--- src/rtl/mem_stage.sv ---
// Memory-access stage: issues data-bus requests with a valid/addr_ok/data_ok
// handshake, stalls while a transaction is outstanding, extracts load data and
// presents the values the W pipeline register latches.
module mem_stage #(
    parameter int unsigned ADDR_W = 32
) (
    input  logic              clk,
    input  logic              resetn,
    input  logic              m_valid,
    input  logic              m_flush,
    input  logic [31:0]       m_pc,
    input  logic [5:0]        m_icode,
    input  logic [5:0]        m_acode,
    input  logic [31:0]       m_val,
    input  logic [31:0]       m_val2,
    input  logic [4:0]        m_dst,
    input  logic [3:0]        m_write_enable,
    input  logic [3:0]        m_mem_op,
    output logic              dreq_valid,
    output logic              dreq_write,
    output logic [ADDR_W-1:0] dreq_addr,
    output logic [1:0]        dreq_size,
    output logic [3:0]        dreq_strobe,
    output logic [31:0]       dreq_data,
    input  logic              dresp_addr_ok,
    input  logic              dresp_data_ok,
    input  logic [31:0]       dresp_data,
    output logic              m_stall,
    output logic              W_bubble,
    output logic              m_addr_err,
    output logic [31:0]       W_val3,
    output logic [31:0]       W_pc,
    output logic [5:0]        W_acode,
    output logic [5:0]        W_icode,
    output logic [4:0]        W_dst,
    output logic [3:0]        W_write_enable
);
    localparam logic [3:0] OP_LB  = 4'd1;
    localparam logic [3:0] OP_LBU = 4'd2;
    localparam logic [3:0] OP_LH  = 4'd3;
    localparam logic [3:0] OP_LHU = 4'd4;
    localparam logic [3:0] OP_LW  = 4'd5;
    localparam logic [3:0] OP_SB  = 4'd6;
    localparam logic [3:0] OP_SH  = 4'd7;
    localparam logic [3:0] OP_SW  = 4'd8;
    localparam logic [1:0] SZ_B   = 2'd0;
    localparam logic [1:0] SZ_H   = 2'd1;
    localparam logic [1:0] SZ_W   = 2'd2;

    typedef enum logic [1:0] {S_IDLE, S_REQ, S_WAIT, S_DRAIN} state_t;

    state_t             r_state;
    state_t             w_next;
    logic [ADDR_W-1:0]  r_addr;
    logic               r_write;
    logic [1:0]         r_size;
    logic [3:0]         r_strobe;
    logic [31:0]        r_data;
    logic [31:0]        r_ldata;

    logic               w_is_load;
    logic               w_is_store;
    logic [1:0]         w_size;
    logic [3:0]         w_strobe;
    logic [31:0]        w_sdata;
    logic               w_misalign;
    logic               w_valid_op;
    logic               w_active;
    logic               w_req_v;
    logic               w_stall;
    logic               w_err;
    logic               w_use_reg;
    logic [31:0]        w_word;
    logic [7:0]         w_byte;
    logic [15:0]        w_half;
    logic [31:0]        w_load_res;

    // Decode the memory op into size, strobes and lane-replicated store data
    always_comb begin
        w_is_load  = 1'b0;
        w_is_store = 1'b0;
        w_size     = SZ_B;
        w_strobe   = 4'b0000;
        w_sdata    = 32'h0;
        case (m_mem_op)
            OP_LB, OP_LBU: w_is_load = 1'b1;
            OP_LH, OP_LHU: begin w_is_load = 1'b1; w_size = SZ_H; end
            OP_LW:         begin w_is_load = 1'b1; w_size = SZ_W; end
            OP_SB: begin
                w_is_store = 1'b1;
                w_strobe   = 4'b0001 << m_val[1:0];
                w_sdata    = {4{m_val2[7:0]}};
            end
            OP_SH: begin
                w_is_store = 1'b1;
                w_size     = SZ_H;
                w_strobe   = 4'b0011 << {m_val[1], 1'b0};
                w_sdata    = {2{m_val2[15:0]}};
            end
            OP_SW: begin
                w_is_store = 1'b1;
                w_size     = SZ_W;
                w_strobe   = 4'b1111;
                w_sdata    = m_val2;
            end
            default: ;
        endcase
    end

    assign w_misalign = ((w_size == SZ_H) && m_val[0]) ||
                        ((w_size == SZ_W) && (m_val[1:0] != 2'b00));
    assign w_valid_op = m_valid && !m_flush && (w_is_load || w_is_store);
    assign w_active   = w_valid_op && !w_misalign;

    // State, captured request fields and load capture register
    always_ff @(posedge clk) begin
        if (!resetn) begin
            r_state  <= S_IDLE;
            r_addr   <= '0;
            r_write  <= 1'b0;
            r_size   <= 2'd0;
            r_strobe <= 4'd0;
            r_data   <= 32'h0;
            r_ldata  <= 32'h0;
        end else begin
            r_state <= w_next;
            if (r_state == S_IDLE && w_active) begin
                r_addr   <= ADDR_W'(m_val);
                r_write  <= w_is_store;
                r_size   <= w_size;
                r_strobe <= w_strobe;
                r_data   <= w_sdata;
            end
            if (dresp_data_ok && r_state != S_DRAIN) begin
                r_ldata <= dresp_data;
            end
        end
    end

    // Handshake FSM: next state, request valid and stall
    always_comb begin
        w_next    = r_state;
        w_req_v   = 1'b0;
        w_stall   = 1'b0;
        w_err     = 1'b0;
        w_use_reg = 1'b0;
        case (r_state)
            S_IDLE: begin
                w_err = w_valid_op && w_misalign;
                if (w_active) begin
                    w_req_v = 1'b1;
                    if (!(dresp_addr_ok && dresp_data_ok)) begin
                        w_stall = 1'b1;
                        w_next  = dresp_addr_ok ? S_WAIT : S_REQ;
                    end
                end
            end
            S_REQ: begin
                w_use_reg = 1'b1;
                if (m_flush) begin
                    // an accept racing the flush still owes us a response
                    if (dresp_addr_ok) begin
                        w_stall = 1'b1;
                        w_next  = S_DRAIN;
                    end else begin
                        w_next = S_IDLE;
                    end
                end else begin
                    w_req_v = 1'b1;
                    if (dresp_addr_ok && dresp_data_ok) begin
                        w_next = S_IDLE;
                    end else begin
                        w_stall = 1'b1;
                        if (dresp_addr_ok) w_next = S_WAIT;
                    end
                end
            end
            S_WAIT: begin
                if (dresp_data_ok) begin
                    w_next = S_IDLE;
                end else begin
                    w_stall = 1'b1;
                    if (m_flush) w_next = S_DRAIN;
                end
            end
            S_DRAIN: begin
                // hold the pipe until the orphaned response is swallowed
                w_stall = 1'b1;
                if (dresp_data_ok) w_next = S_IDLE;
            end
            default: w_next = S_IDLE;
        endcase
    end

    assign dreq_valid  = resetn && w_req_v;
    assign m_stall     = resetn && w_stall;
    assign W_bubble    = resetn && w_stall;
    assign m_addr_err  = resetn && w_err;
    assign dreq_addr   = w_use_reg ? r_addr   : ADDR_W'(m_val);
    assign dreq_write  = w_use_reg ? r_write  : w_is_store;
    assign dreq_size   = w_use_reg ? r_size   : w_size;
    assign dreq_strobe = w_use_reg ? r_strobe : w_strobe;
    assign dreq_data   = w_use_reg ? r_data   : w_sdata;

    // Lane select and sign/zero extension of the returned load word
    always_comb begin
        w_word = dresp_data_ok ? dresp_data : r_ldata;
        case (m_val[1:0])
            2'd0:    w_byte = w_word[7:0];
            2'd1:    w_byte = w_word[15:8];
            2'd2:    w_byte = w_word[23:16];
            default: w_byte = w_word[31:24];
        endcase
        w_half = m_val[1] ? w_word[31:16] : w_word[15:0];
        case (m_mem_op)
            OP_LB:   w_load_res = {{24{w_byte[7]}}, w_byte};
            OP_LBU:  w_load_res = {24'h0, w_byte};
            OP_LH:   w_load_res = {{16{w_half[15]}}, w_half};
            OP_LHU:  w_load_res = {16'h0, w_half};
            default: w_load_res = w_word;
        endcase
    end

    // Result and register write enables for the W register
    always_comb begin
        W_val3         = m_val;
        W_write_enable = m_write_enable;
        if (!m_valid || m_flush) begin
            W_write_enable = 4'b0000;
        end else if (w_is_load || w_is_store) begin
            W_write_enable = 4'b0000;
            if (w_is_load && !w_misalign) begin
                W_val3         = w_load_res;
                W_write_enable = 4'b1111;
            end
        end
    end

    assign W_pc    = m_pc;
    assign W_icode = m_icode;
    assign W_acode = m_acode;
    assign W_dst   = m_dst;

endmodule

--- config.mk ---
export PLATFORM = sky130hd
export DESIGN_NAME = mem_stage
export DESIGN_NICKNAME = d
export VERILOG_FILES = /design/src/rtl/mem_stage.sv
export SDC_FILE = /design/constraint.sdc
export NUM_CORES = 1
export LEC_CHECK = 0
export CAP_MARGIN = 20
export CORE_MARGIN = 2
export CORE_UTILIZATION = 47
export DETAILED_ROUTE_END_ITERATION = 7
export PLACE_DENSITY = 0.95
export SETUP_SLACK_MARGIN = 0.05
export SYNTH_ARGS = -nofsm -noshare
export SYNTH_HDL_FRONTEND = slang
export SYNTH_SLANG_ARGS = --single-unit
--- constraint.sdc ---
create_clock -name clk -period 3.7 [get_ports clk]
set_input_delay 0.37 -clock clk [delete_from_list [all_inputs] [get_ports clk]]
set_output_delay 0.37 -clock clk [all_outputs]
set_load 0.01 [all_outputs]
* Word level (Yosys, flattened, before mapping)
Cells that the tools add are included.
** Operators by class
- Add/subtract/negate cells :: 0
- Multiply operators :: 0
- Divide/modulo/power cells :: 0
- $lt $le $gt $ge :: 0
- Equal/unequal tests :: 21
- Shift-type cells :: 2
- Muxes and demuxes :: 42
- Bitwise operators :: 0
- Reductions and logical operators :: 27
** Operator list (number)
- $mux 32 :: 6
- $pmux 32 s4 :: 1
- $pmux 32 s3 :: 1
- $pmux 8 s3 :: 1
- $mux 2 :: 11
- $eq 4x3->1 const B :: 4
- $mux 16 :: 1
- $mux 4 :: 4
- $logic_and 1x1->1 :: 13
- $mux 1 :: 12
- $pmux 4 s3 :: 1
- $eq 2x2->1 const B :: 4
- $eq 4x2->1 const B :: 2
- $ne 2x2->1 const B :: 4
- $pmux 2 s4 :: 1
- $eq 2x1->1 const B :: 3
- $reduce_or 3->1 :: 2
- $reduce_and 5->1 :: 1
- $reduce_or 5->1 :: 1
- $eq 4x1->1 const B :: 1
- $eq 4x4->1 const B :: 1
- $logic_not 2->1 :: 2
- $ne 4x4->1 const B :: 1
- $pmux 1 s4 :: 1
- 9 further kinds :: 13
** Word-level totals
- Register bits :: 105
- Bits in latches :: 0
- Bits in writable memories :: 0
- Bits in read-only memories :: 0
- Input port bits :: 159
- Output and inout port bits :: 160
- Word-level logic and storage cells :: 99
- Memories kept :: 0

* Logic depth before layout (Yosys ltp)
Gate-level depths: netlist of run 1.
- Word-level depth :: 11
- Mapped depth :: 9
- Depth with buffers taken out :: 5

* Worst setup path before layout of run 1
No wires, ideal clock.
- Path type :: input to output
- Start point :: input m_mem_op[0]
- End point :: output W_val3[10]
- Arrival time :: 1.939 ns
- Data required time :: 3.330 ns
- Path slack :: 1.391 ns
- Stages on the path :: 7
- Buffers on the path :: 2
- Cells stage by stage :: buf_2 and2_4 a221oi_4 nand2_2 nor3_4 buf_6 mux2_4
** On the way
- Longest elaborated chain between the ends :: 11
- Elaborated cells on any way between the ends :: 27
- Those cells by class :: eq/ne (10); mux (7); reduce/logical (10)
** RTL lines
- from (decl) :: RTL line 18 : input logic [3:0] m_mem_op,
- $eq 4x3->1 (tied with other cells) :: RTL line 85, 215
- $reduce_or 3->1 (no line) / $reduce_or 2->1 (equally long branches)
- $pmux 2 s2 :: RTL line 85 : case (m_mem_op)
- $eq 2x1->1 / $eq 2x2->1 (equally long branches) :: RTL line 110, 111
- $logic_and 1x1->1, on equally long branches :: RTL line 110, 111
- $logic_or 1x1->1 :: RTL line 110 : assign w_misalign = ((w_size == SZ_H) && m_val[0]) ||
- $logic_not 1->1 :: RTL line 232 : if (w_is_load && !w_misalign) begin
- $logic_and 1x1->1 :: RTL line 232
- $mux 32 :: RTL line 232
- $mux 32 * :: RTL line 230 : end else if (w_is_load || w_is_store) begin
- $mux 32 * :: RTL line 228 : if (!m_valid || m_flush) begin
- to (decl) :: RTL line 31 : output logic [31:0] W_val3,
Mark *: on every way between the ends. The rest lies on a longest branch, timed or not.

* Worst setup path after layout of run 1
- Start point :: input m_mem_op[2]
- End point :: output dreq_strobe[2]
** On the way
- Longest elaborated chain between the ends :: 3
- Elaborated cells on any way between the ends :: 5
- Those cells by class :: eq/ne (3); mux (2)
** RTL lines
- $eq 4x4->1 / $eq 4x3->1 (equally long branches) :: RTL line 85
- $pmux 4 s3 * :: RTL line 85
- $mux 4 * :: RTL line 202 : assign dreq_strobe = w_use_reg ? r_strobe : w_strobe;
- to (decl) :: RTL line 23 : output logic [3:0] dreq_strobe,
Marks and branches as above.

==> metrics.yaml, run 1 <==
track_usage: 0.2876
std_cell_rows: 45
num_io_pins: 319
p_per_area_nw_per_um2: 317.9
p_switching_mw: 0.9369
path_max_fanout: 11
grt_overflow: 0
final_core_util: 0.6302
cp.required_ps: 3330
ys_warn_count: 0
relSlewSlack: 0.2954
drt-total-wl_mm: 24.59
clock_latency_ps: 360
root_buffer: "clkbuf_16"
viasPerCell: 5.690
first_iter_violations: 649
run_status: "completed"
gp_congestion: 0.9407
clock_power_share: 0.318
path_clk_slew_ps: 70
dpl.hpwl_mm: 18.22
final_antenna_net_count: 0
htreeDepth: 3
ys_types: 53
period_minus_slack_ps: 3537
start_util: 0.4829
irDropWorstVdd_mv: 0.2627
setup_tns_ps: 0
synth.cell_area_sq_um: 7368
clock_sinks: 105
post_cts_buffers: 0
tightest_slew_ps: 1054
hp-class: "flip-flop to flip-flop"
grt_pass1_vias: 7018
clockBufferDepth: 2
finalCritPeriodShare: 0.9559
worstSetupPathType: "input port to primary output"
cts_made_buffers: 9
syn_inst: 978
grt_antenna_before_repair: 1
arrival_ps: 3170
cp_slowest_stage_delay_ps: 680
startpoint_type: "input port"
p_comb_frac: 0.286
core_sq_um: 15260
intPower_mw: 2.120
avgRoutedWirePerCell_um: 18.70
synth_ff_type: "dfxtp_1"
p_sw_frac: 0.3065
setup_viol_count_final: 0
clock_skew_ps: 10.68
synth_nets: 1137
fp.dieW_um: 129.2
via_count: 7482
crit_slowest_cell: "clkdlybuf4s50_1"
die_h_um: 129.2
cts_tree: "done"
dr.pass1.iters: 6
rsz0062_at_grt: "false"
synthArstFlopShare: 0
grt_max_degree: 101
grt_first_pass_wirelength_mm: 37.30
multi_input_area_sq_um: 4496
drive_gt1_frac: 0.09338
port-buffer-count: 220
drc_errors: 0
yosysSeqAreaShare: 0.2853
seq_area_sq_um: 2102
syn_area_per_cell_sq_um: 7.534
hold_viol: 0
fmax_mhz: 282.7
synth_edf_count: 0
drv_cap: 0
crit_chain: "clkdlybuf4s50_1 > buf_4 > nor2b_1 > and2_1 > a31oi_1 > a21oi_1 > clkdlybuf4s50_1"
crit_top_cell: "clkdlybuf4s50_1"
cp-end-kind: "primary output"
p_leak_nw: 4.126
total_power_mw: 3.056
nNetsFinal: 1257
nFillCells: 1257
ctsHoldBuffers: 0
drv_slew: 0
ys_ff_latch: 105
pwr-share-seq: 0.397
synthToLayoutAreaGrowth_pct: 30.50
die-area_sq_um: 16700
-- kinds of logic after synthesis --
logic type | Yosys count | share of synthesized area
buffers and inverters | 138 | 0.1085
xor gates and xnor gates | 2 | 0.002378
muxes | 83 | 0.1396
DFF | 105 | 0.2853
and+or+nand+nor | 420 | 0.2374
AOI/OAI and AO/OA | 230 | 0.2269
-- state kept, by name, indices dropped and copies added (netlist names) --
register	cells
r_ldata	32
r_data	32
r_size	2
r_state	2
r_write	1
r_addr	32
r_strobe	4
-- per-layer routing --
layer / wire [um] / global-route usage
met4: 1297 / 0.1656
met2: 12170 / 0.5006
met5: 0 / 0
met1: 9020 / 0.3142
met3: 2102 / 0.07969
-- repair_timing --
| item | in CTS | in global routing |
|---|---|---|
| endpoints found under the setup margin | 0 | 29 |
| resized for setup | 0 | 1 |
| hold endpoints to repair | 0 | 0 |
-- through the flow --
step / cell area, sq um / cells / setup WS [ps] / hold WS [ps]
after global placement: 9284 / 1297 / 252.2 / 440.5
after detailed placement: 9284 / 1297 / 210.6 / 446.9
after floorplan: 7368 / 978 / 1391 / 435.3
after global routing: 9613 / 1314 / 75.19 / 475.4
final: 9615 / 1315 / 163.2 / 453.3
after CTS: 9583 / 1313 / 193.7 / 456.9
-- power groups by stage --
stage	clock network (mW)	logic, mW	registers (mW)
floorplan	0	0.496	1.23
global placement	0	0.847	1.23
detailed placement	0	0.860	1.24
CTS	0.991	0.865	1.21
global route	1.04	0.931	1.22
finish	0.971	0.873	1.21
-- final timing paths --
check	startpoint	end	slack [ps]	depth (start not counted)
min	r_addr[7]$_SDFFE_PN0P_	r_addr[7]$_SDFFE_PN0P_	450	2
max reg2reg	r_state[1]$_SDFFE_PN0P_	r_data[5]$_SDFFE_PN0P_	1180	6
min reg2reg	r_addr[7]$_SDFFE_PN0P_	r_addr[7]$_SDFFE_PN0P_	450	2
max	m_mem_op[2]	dreq_strobe[2]	160	7
-- synthesized netlist by cell type (4+ instances only) --
cell / count / area [sq um]
mux2_2: 16 / 180.2
buf_4: 55 / 412.9
a21oi_1: 44 / 220.2
inv_1: 4 / 15.01
or3_1: 4 / 25.02
nor2_1: 58 / 217.7
o21ai_0: 21 / 105.1
clkbuf_1: 49 / 183.9
buf_2: 24 / 120.1
nand3_1: 17 / 85.08
o211ai_1: 9 / 67.56
a31oi_1: 10 / 62.56
buf_6: 6 / 67.56
mux2i_1: 33 / 330.3
dfxtp_1: 105 / 2102
o211a_1: 29 / 290.3
a21boi_0: 43 / 322.8
o221ai_1: 8 / 70.07
a22oi_1: 16 / 120.1
nand2_1: 302 / 1134
nand2b_1: 10 / 62.56
mux2_4: 30 / 450.4
o21a_1: 6 / 45.04
nor3_1: 6 / 30.03
a21boi_1: 31 / 232.7
-- worst max-delay path: cells and delay by family --
kind | cells | cell delay (ps)
buffers and inverters | 3 | 1490
AOI/OAI and AO/OA | 2 | 480
and+or+nand+nor | 2 | 820
-- cells in the final DEF (no fill, tap or decap), types with 3 or more instances in the layout --
cell type | synthesis | layout
mux2_2 | 16 | 16
or3_1 | 4 | 4
o221ai_1 | 8 | 8
a211o_1 | 3 | 3
clkbuf_16 | 0 | 9
a22oi_1 | 16 | 16
o21a_1 | 6 | 6
buf_12 | 0 | 4
buf_4 | 55 | 18
mux2_4 | 30 | 30
nand2b_1 | 10 | 9
a31oi_1 | 10 | 10
nor2_1 | 58 | 57
o211a_1 | 29 | 29
nand3_1 | 17 | 17
a21boi_0 | 43 | 43
clkdlybuf4s50_1 | 0 | 217
and2_1 | 3 | 3
inv_1 | 4 | 4
a21oi_1 | 44 | 44
nand2_1 | 302 | 302
nor3_1 | 6 | 5
a21boi_1 | 31 | 31
mux2i_1 | 33 | 33
dfxtp_1 | 105 | 105
o21ai_0 | 21 | 21
o211ai_1 | 9 | 9
-- layout make-up --
type	count	share of cell area
Multi-Input combinational cell	735	0.4675
Timing Repair Buffer	243	0.2535
Sequential cell	105	0.2186
Tap cell	211	0.02746
Clock buffer	10	0.02485
Clock inverter	6	0.006246
Inverter	4	0.001561
Antenna cell	1	0.0002602
Power figures use the tool's default switching activity.
==> run 2, diff against run 1 <==
--- a/config.mk
+++ b/config.mk
@@ -10,7 +10,7 @@
 export CORE_UTILIZATION = 47
 export DETAILED_ROUTE_END_ITERATION = 7
 export PLACE_DENSITY = 0.95
-export SETUP_SLACK_MARGIN = 0.05
+export SETUP_SLACK_MARGIN = 0.02
 export SYNTH_ARGS = -nofsm -noshare
 export SYNTH_HDL_FRONTEND = slang
 export SYNTH_SLANG_ARGS = --single-unit
==> results of run 2 <==
Same layout as run 1: the final DEF is identical, and so are final timing and power.
==> run 3, diff against run 2 <==
--- a/config.mk
+++ b/config.mk
@@ -9,6 +9,7 @@
 export CORE_MARGIN = 2
 export CORE_UTILIZATION = 47
 export DETAILED_ROUTE_END_ITERATION = 7
+export HOLD_SLACK_MARGIN = 0.15
 export PLACE_DENSITY = 0.95
 export SETUP_SLACK_MARGIN = 0.02
 export SYNTH_ARGS = -nofsm -noshare
==> constraint.sdc (replaced) <==
create_clock -name clk -period 4.5 [get_ports clk]
set_input_delay 0.45 -clock clk [delete_from_list [all_inputs] [get_ports clk]]
set_output_delay 0.45 -clock clk [all_outputs]
set_load 0.01 [all_outputs]
==> metrics.yaml, run 3 (synthesis results as in run 1) <==
port-buffer-count: 220  # unchanged
grt_antenna_before_repair: 0  # was 1
path_buf_inv: 3  # unchanged
reg2reg_depth: 6  # unchanged
p_switching_mw: 0.7503  # was 0.9369 mW
finalCritPeriodShare: 0.8577
p_comb_frac: 0.286  # about the same
startpoint_type: "input port"  # unchanged
final_cell_mix: "nand2_1 (302), clkdlybuf4s50_1 (218), dfxtp_1 (105), nor2_1 (57), a21oi_1 (44)"  # was nand2_1 (302), clkdlybuf4s50_1 (217), dfxtp_1 (105), nor2_1 (57), a21oi_1 (44)
period_minus_slack_ps: 3860
clock_sinks: 105  # unchanged
std_cell_rows: 45  # unchanged
nNetsFinal: 1250  # was 1257
clock_skew_ps: 9.757  # was 10.68 ps
viasPerCell: 5.702  # was 5.690
crit_slowest_cell: "clkdlybuf4s50_1"  # unchanged
path_clk_slew_ps: 60  # was 70 ps
drc_errors: 0  # unchanged
die_h_um: 129.2  # unchanged
core_sq_um: 15260  # unchanged
intPower_mw: 1.713  # was 2.120 mW
fp.dieW_um: 129.2  # unchanged
ctsHoldBuffers: 0  # unchanged
p_leak_nw: 4.051  # was 4.126 nW
worstSetupPathType: "input port to primary output"  # unchanged
clockBufferDepth: 2  # unchanged
arrival_ps: 3410  # was 3170 ps
htreeDepth: 3  # unchanged
grt_max_degree: 101  # unchanged
final_common_cell: "nand2_1"  # unchanged
dpl.hpwl_mm: 17.66  # was 18.22 mm
drive_gt1_frac: 0.08485  # was 0.09338
cp-end-kind: "primary output"  # unchanged
avgRoutedWirePerCell_um: 18.59  # was 18.70 um
path_max_fanout: 32  # was 11
final_cells: 1307  # was 1315
rr_startpoint: "r_state[1]$_SDFFE_PN0P_"  # unchanged
tightest_slew_ps: 1111  # was 1054 ps
cp.required_ps: 4050  # was 3330 ps
run_status: "completed"  # unchanged
p_per_area_nw_per_um2: 259.3  # was 317.9 nW/um^2
final_antenna_net_count: 0  # unchanged
relSlewSlack: 0.2577  # was 0.2954
p_sw_frac: 0.3046  # was 0.3065
critPathCapture: "dreq_valid"  # was dreq_strobe[2]
drv_cap: 0  # unchanged
cts_made_buffers: 9  # unchanged
num_io_pins: 319  # unchanged
die-area_sq_um: 16700  # unchanged
antenna_cells: 0  # was 1
via_count: 7452  # was 7482
holdCritStartpoint: "r_addr[7]$_SDFFE_PN0P_"  # unchanged
setup_viol_count_final: 0  # unchanged
grt_pass1_vias: 6853  # was 7018
grt_first_pass_wirelength_mm: 36.83  # was 37.30 mm
hp-class: "flip-flop to flip-flop"  # unchanged
synthToLayoutAreaGrowth_pct: 28.94  # was 30.50%
rsz0062_at_grt: "false"  # unchanged
root_buffer: "clkbuf_16"  # unchanged
dr.pass1.iters: 6  # unchanged
hold_viol: 0  # unchanged
irDropWorstVdd_mv: 0.2161  # was 0.2627 mV
start_util: 0.4829  # unchanged
clock_latency_ps: 350  # was 360 ps
ctsResizeCount: 0  # unchanged
rrSetupSlack_ps: 1900  # was 1180 ps
track_usage: 0.2837  # was 0.2876
pwr-share-seq: 0.404  # was 0.397
crit_top_cell: "clkdlybuf4s50_1"  # unchanged
drt-total-wl_mm: 24.30  # was 24.59 mm
crit_chain: "clkdlybuf4s50_1 > buf_4 > o31a_1 > nor4b_2 > and3_4 > o21a_1 > clkdlybuf4s50_1"  # was clkdlybuf4s50_1 > buf_4 > nor2b_1 > and2_1 > a31oi_1 > a21oi_1 > clkdlybuf4s50_1
post_cts_buffers: 0  # unchanged
r2r-end: "r_data[28]$_SDFFE_PN0P_"  # was r_data[5]$_SDFFE_PN0P_
fmax_mhz: 259.1
first_iter_violations: 540  # was 649
crit_cells: 7  # unchanged
cts_tree: "done"  # unchanged
total_power_mw: 2.463  # was 3.056 mW
cp_slowest_stage_delay_ps: 680  # about the same
clock_power_share: 0.310  # was 0.318
setup_tns_ps: 0  # unchanged
gp_congestion: 0.9384  # was 0.9407
grt_overflow: 0  # unchanged
startpoint: "m_mem_op[1]"  # was m_mem_op[2]
crit_family: "buffers and inverters"  # unchanged
largest_registers: "r_addr x32, r_data x32, r_ldata x32"  # unchanged
dpl.cell_count: 1289  # was 1297
drv_slew: 0  # unchanged
run 3: worst min path at each step:
stage / end / depth (start not counted)
global route: r_addr[25]$_SDFFE_PN0P_ / 2
CTS: r_addr[7]$_SDFFE_PN0P_ / 2
global placement: r_addr[4]$_SDFFE_PN0P_ / 2
floorplan: r_addr[10]$_SDFFE_PN0P_ / 2
detailed placement: r_addr[26]$_SDFFE_PN0P_ / 2
finish: r_addr[7]$_SDFFE_PN0P_ / 2
run 3: worst reg2reg max path: cells and delay by family, from the launching register on:
kind            cells  cell delay [ps]
buf+inv             1              640
compound gates      1              170
simple gates        4             1240
flops               1              450
run 3: routing by layer:
layer | global-route usage | vias up | wire [um]
met3 | 0.08464 | 84 | 2084
met1 | 0.3189 | 3492 | 9263
met2 | 0.4731 | 366 | 11550
met5 | 0 | - | 0
met4 | 0.1746 | 0 | 1400
li1 | - | 3510 | -
run 3: area by class of cell:
class                           count  area (sq um)
Tap cell                          211         264.0
Timing Repair Buffer              236          2352
Inverter                            4         15.01
Multi-Input combinational cell    735          4496
Fill cell                        1267          5758
Sequential cell                   105          2102
Clock inverter                      4         35.03
Clock buffer                       12         236.5
run 3: power groups by stage:
stage	Sequential (mW)	Clock (mW)	Combinational, mW
after floorplan	1.01	0	0.408
after global placement	1.01	0	0.686
after detailed placement	1.02	0	0.695
after CTS	0.995	0.784	0.698
after global routing	1.00	0.813	0.755
final	0.996	0.762	0.705
run 3: stage by stage:
| step | setup slack, ps | utilization | instance area (sq um) | hold WS [ps] |
|---|---|---|---|---|
| floorplan | 2031 | - | 7368 | 435.3 |
| global placement | 725.4 | 0.6021 | 9186 | 440.4 |
| detailed placement | 667.4 | 0.6021 | 9186 | 447.0 |
| CTS | 662.5 | 0.6198 | 9458 | 456.9 |
| global route | 454.2 | 0.6226 | 9500 | 471.1 |
| finish | 640.5 | 0.6226 | 9500 | 454.0 |
